$ cat config.mk
export PLATFORM = sky130hd
export DESIGN_NAME = bit_serializer
export DESIGN_NICKNAME = d
export VERILOG_FILES = /design/src/rtl/bit_serializer.sv
export SDC_FILE = /design/constraint.sdc
export NUM_CORES = 1
export LEC_CHECK = 0
export CELL_PAD_IN_SITES_DETAIL_PLACEMENT = 0
export CELL_PAD_IN_SITES_GLOBAL_PLACEMENT = 1
export CORE_MARGIN = 2
export CORE_UTILIZATION = 40
export DETAILED_ROUTE_END_ITERATION = 6
export PLACE_DENSITY = 0.77
export SLEW_MARGIN = 20
export SYNTH_ARGS = -nofsm -noshare
export SYNTH_HDL_FRONTEND = slang
export SYNTH_SLANG_ARGS = --single-unit
$ cat constraint.sdc
create_clock -name clk -period 1.7 [get_ports clk]
set_input_delay 0.34 -clock clk [delete_from_list [all_inputs] [get_ports clk]]
set_output_delay 0.34 -clock clk [all_outputs]
set_load 0.1 [all_outputs]
$ cat src/rtl/bit_serializer.sv
// bit_serializer: parallel-in, serial-out feeder for the bit-stream detectors.
// A one-word hold register behind the shifter lets words stream back to back
// with no idle cycle between the last bit of one word and the first of the next.
module bit_serializer #(
   parameter int DATA_W    = 8,
   parameter bit MSB_FIRST = 1'b1
) (
   input  logic              clk,
   input  logic              reset,
   input  logic [DATA_W-1:0] in_data,
   input  logic              in_valid,
   output logic              in_ready,
   output logic              ser_out,
   output logic              ser_valid,
   output logic              frame_start,
   output logic              word_done,
   output logic              busy
);

   localparam int CW = (DATA_W > 1) ? $clog2(DATA_W) : 1;
   localparam logic [CW-1:0] LAST = CW'(DATA_W - 1);

   typedef enum logic {IDLE, SHIFT} state_t;

   state_t            state, state_n;
   logic [DATA_W-1:0] sh, hold;
   logic [CW-1:0]     cnt;
   logic              hold_full;
   logic              accept, last, frees, load_hold, load_in, to_hold;

   // The hold register being full is the only thing that back-pressures the source.
   assign in_ready = !hold_full && !reset;

   // Next state and datapath steering: the shifter frees when idle or on its last bit.
   always_comb begin
      state_n   = state;
      accept    = in_valid && in_ready;
      last      = (state == SHIFT) && (cnt == LAST);
      frees     = (state == IDLE) || last;
      load_hold = frees && hold_full;
      load_in   = frees && !hold_full && accept;
      to_hold   = !frees && accept;
      if (frees)
         state_n = (load_hold || load_in) ? SHIFT : IDLE;
   end

   // State register.
   always_ff @(posedge clk) begin
      if (reset) state <= IDLE;
      else       state <= state_n;
   end

   // Shifter, bit counter and hold register; reset discards any in-flight word.
   always_ff @(posedge clk) begin
      if (reset) begin
         sh        <= '0;
         cnt       <= '0;
         hold      <= '0;
         hold_full <= 1'b0;
      end else begin
         if (load_hold) begin
            sh        <= hold;
            cnt       <= '0;
            hold_full <= 1'b0;
         end else if (load_in) begin
            sh  <= in_data;
            cnt <= '0;
         end else if (state == SHIFT) begin
            sh  <= MSB_FIRST ? {sh[DATA_W-2:0], 1'b0} : {1'b0, sh[DATA_W-1:1]};
            cnt <= last ? '0 : cnt + 1'b1;
         end
         if (to_hold) begin
            hold      <= in_data;
            hold_full <= 1'b1;
         end
      end
   end

   // Serial outputs decode directly from flops; data is forced to 0 while idle.
   always_comb begin
      ser_valid   = (state == SHIFT);
      ser_out     = ser_valid && (MSB_FIRST ? sh[DATA_W-1] : sh[0]);
      frame_start = ser_valid && (cnt == '0);
      word_done   = last;
      busy        = ser_valid || hold_full;
   end

endmodule
# Word level (Yosys, flattened, before mapping)
# Index checks and enable logic that the tools add are counted.
# Widths: inputs -> output; s select.
# classes
addsub	1
mul	0
div_mod_pow	0
order_cmp	0
n_eq_ne	1
shifts	0
muxes	7
n_bitwise	1
n_reduce_logical	19
# op_table
operator	n
$mux 8	3
$logic_and 1x1->1	9
$add 3x1->3 const B	1
$eq 3x3->1 const B	1
$logic_not 1->1	3
$logic_not 3->1	1
$logic_or 1x1->1	3
$mux 1	3
$mux 3	1
$reduce_bool 3->1	1
$reduce_or 3->1	1
$reduce_bool 2->1	1
$not 1->1	1
# word_totals
register_bits	21
latch_bits	0
ram_bits	0
romBits	0
input_bits	11
wordCells	34
memories	0

# Longest topological paths before layout
# logic_depth
ltp_word	7
depth_mapped	7

# Worst setup path after synthesis
# OpenSTA, ideal clock, no wires.
# synth_timing
kind	register -> output
startpoint	register state, in the netlist ser_valid
endpoint	output port frame_start
arrival_ns	2.161
slack_ns	-0.801
path_stages_with_launch	3
cell_sequence	dfxtp_1 > buf_2 > and3b_1
# synth_via
elab_chain_cells	1
# synth_lines
item	line_no	source
start, declared	25	state_t state, state_n;
start signal, assigned	50	else state <= state_n;
$logic_and 1x1->1	83	frame_start = ser_valid && (cnt == '0);
end, declared	15	output logic frame_start,
# No other way between the ends.

# Final worst setup path
# layout_timing
startpoint	register cnt[0]
endpoint	output port word_done
# layout_via
elab_chain_cells	2
# layout_lines
item	line_no	source
start, declared	27	logic [CW-1:0] cnt;
start signal, assigned	70	cnt <= last ? '0 : cnt + 1'b1;
$eq 3x3->1	38	last = (state == SHIFT) && (cnt == LAST);
$logic_and 1x1->1	38	
end, declared	16	output logic word_done,
# No other way between the ends.

==> qor.txt <==
Final Non-Filler Cells - 189
skew final - 7.62 ps
post-synthesis mux area share - 0.00845
Post-Syn Area - 1180 µm²
multi-input logic area - 696 µm²
initial antenna violation count - 0
Req. time, crit path - 1360 ps
Max Clk Rate - 612 MHz
share of layout cells above drive strength 1 - 0.247
top cell type's share of synthesized area - 0.355
vias in the first global route - 1054
Min Clock Period, post-route - 1630 ps
FF+latch area - 428 µm²
worst hold start - hold[0]
CTS max path bufs - 2
Warnings, synthesis - 0
status - finished clean
n_diodes - 0
clock sink count - 21
Area growth, synth to finish - 30.1%
GP Congestion - 0.821
RR Startpoint - cnt[0]
R2R setup slack - 140 ps
fin crit share - 0.961
Initial Util - 0.426
total die area - 3410 µm²
peak supply drop - 459 µV
H-tree depth - 1
Core Area - 2780 µm²
Pleak - 0.567 nW
Synth Area in Adders - 0.0317
Die Y - 58.4 µm
Root Driver - clkbuf_4
port buffer count - 16
Die W - 58.4 µm
Iter 0 DRT Violations - 35
critical path type - flop to output port
Hold WC Path Type - flop to flop
Async S/R FF share, synth - 0
Rows - 19
Top FF cell, synth - dfxtp_1
placed cell count - 184
CTS Buf Count - 3
# setup viols final - 0
Hold WS - 495 ps
CP endpoint kind - output port
DRC Markers - 0
total number of vias - 1106
Reg2Reg Capture Point - sh[5]
Remaining Overflow, GRT - 0
Post-Place Setup Slack - -87.3 ps
max cap viols - 0
# hold bufs at CTS - 0
Post-Synth Simple-Gate Area - 0.318
Synth Area in Compound Gates - 0.206
largest family of logic cells by synthesized area - simple AND/OR/NAND/NOR gates
crit path launch type - flop
Setup crit start - cnt[0]
Slew headroom - 0.795
drt wl/cell - 15.4 µm
Critical Path Fanout Max - 2
first-pass GRT wire length - 5090 µm
Synth area leader - dfxtp_1
Final Max Slew Viols - 0
Tot GR Track Use - 0.190
DP HPWL - 2100 µm
fin util - 0.554
Fin. Hold Viols - 0
Syn Nets - 153
largest net degree at the start of global routing - 21
# IOs - 17
endpoint with the worst hold slack - hold[0]
clock-pin slew on the worst setup and hold paths - 120 ps
CTS tree - done
final worst slack - 67.1 ps
XOR/XNOR Fraction of Synth Area - 0
drt first pass iters - 4
Min-Delay Path Depth - 2
FILL cells - 265
syn_area_per_cell - 8.52 µm²
Final Instance Area - 1540 µm²
Post-Syn Instances - 139
post-synth cell types - 35
Vias/cell - 5.85
register area share after synthesis - 0.355
RSZ-0062 raised after global routing - false
Routed WL - 2920 µm
NumNets Final - 173
ranking of synthesized cells by area - dfxtp_1 (35%), nand3_1 (8.9%), nand3b_1 (4.4%)
Clk Latency, worst-skew pair - 300 ps
remaining antenna violation count - 0
PwrDens - 734 nW/µm²
Post-synth EDFFs - 0
Synth Register Bits - 21
Placed Area - 1490 µm²
CP Data Arrival Time - 1290 ps
Worst Max-Slew Pin Slew - 306 ps
Worst R2R Path Depth - 7
## worst max-delay path, stage by stage (launching register included)
cell,delay (ps)
dfxtp_2,360
ha_4,160
ha_2,170
and2_4,160
buf_12,160
## registers in the layout (all words and copies together), names as in the netlist
name and cells:
cnt 3, hold 8, hold_full 1, ser_valid 1, sh 8
## metrics by stage
step                      setup TNS (ps)  total power (W)
after floorplan                        0         0.000770
after global placement              -579         0.000884
after detailed placement            -771         0.000889
after CTS                              0          0.00114
after global routing                   0          0.00119
final                                  0          0.00113
## how the worst max path moves through the flow
stage | endpoint | slack [ps] | cells after the start
after floorplan | frame_start | 50 | 2
after global placement | sh[5] | -80 | 5
after detailed placement | sh[5] | -90 | 5
after CTS | word_done | 30 | 4
after global routing | word_done | 7 | 4
final | word_done | 70 | 4
## power by group
| part | internal, W | switching (W) |
|---|---|---|
| Clock | 0.0000913 | 0.000156 |
| Combinational | 0.000146 | 0.000184 |
| Sequential | 0.000522 | 0.0000311 |
| Total | 0.000760 | 0.000371 |
## area by class of cell
type	instances	area share
multi-input combinational	102	0.451
timing repair buffer	29	0.224
tap	31	0.0252
clock buffer	4	0.0170
inverter	2	0.00487
sequential	21	0.278
## cells by family (layout without fill, tap and decap cells)
logic type                 count (synthesis)  count (layout)
AOI/OAI and AO/OA                         35              35
buffers and inverters                     16              35
DFF                                       21              21
and+or+nand+nor                           63              63
adders and majority gates                  3               3
muxes                                      1               1
## Yosys cell counts, types with 3 or more instances
library cell	number
and2_1	3
ha_1	3
nand2b_1	8
nor2_1	5
dfxtp_1	21
clkbuf_1	3
nand2_1	7
o21bai_1	6
buf_6	3
nand3_1	21
nand3b_1	7
a21oi_1	10
a41oi_1	4
buf_2	4
o21ai_1	9
## repair_timing
action / CTS / global route
resized for setup: 5 / 4
setup endpoints to repair: 1 / 2
pin swaps: 0 / 0
setup buffers: 1 / 0
## layout by cell type (no fill, tap or decap), types with 2 or more instances in the layout
master           netlist  final
clkbuf_4               0      3
a21oi_1               10     10
buf_12                 0      8
dfxtp_2                0      3
dfxtp_1               21     17
buf_4                  2     11
nand2_1                7      7
nand3_1               21     21
clkdlybuf4s50_1        0      9
o21bai_1               6      6
a41oi_1                4      4
nor2_1                 5      4
o21ai_1                9      9
a22oi_1                2      2
nand3b_1               7      7
nand2b_1               8      8
a41oi_2                2      2
## per-layer routing
metal | wire [µm] | vias up | GRT usage
met4 | 36 | 0 | 0.0465
met1 | 1460 | 527 | 0.285
li1 | - | 538 | -
met2 | 1260 | 37 | 0.287
met5 | 0 | - | 0
met3 | 158 | 4 | 0.0242
(Power assumes the default switching activity.)
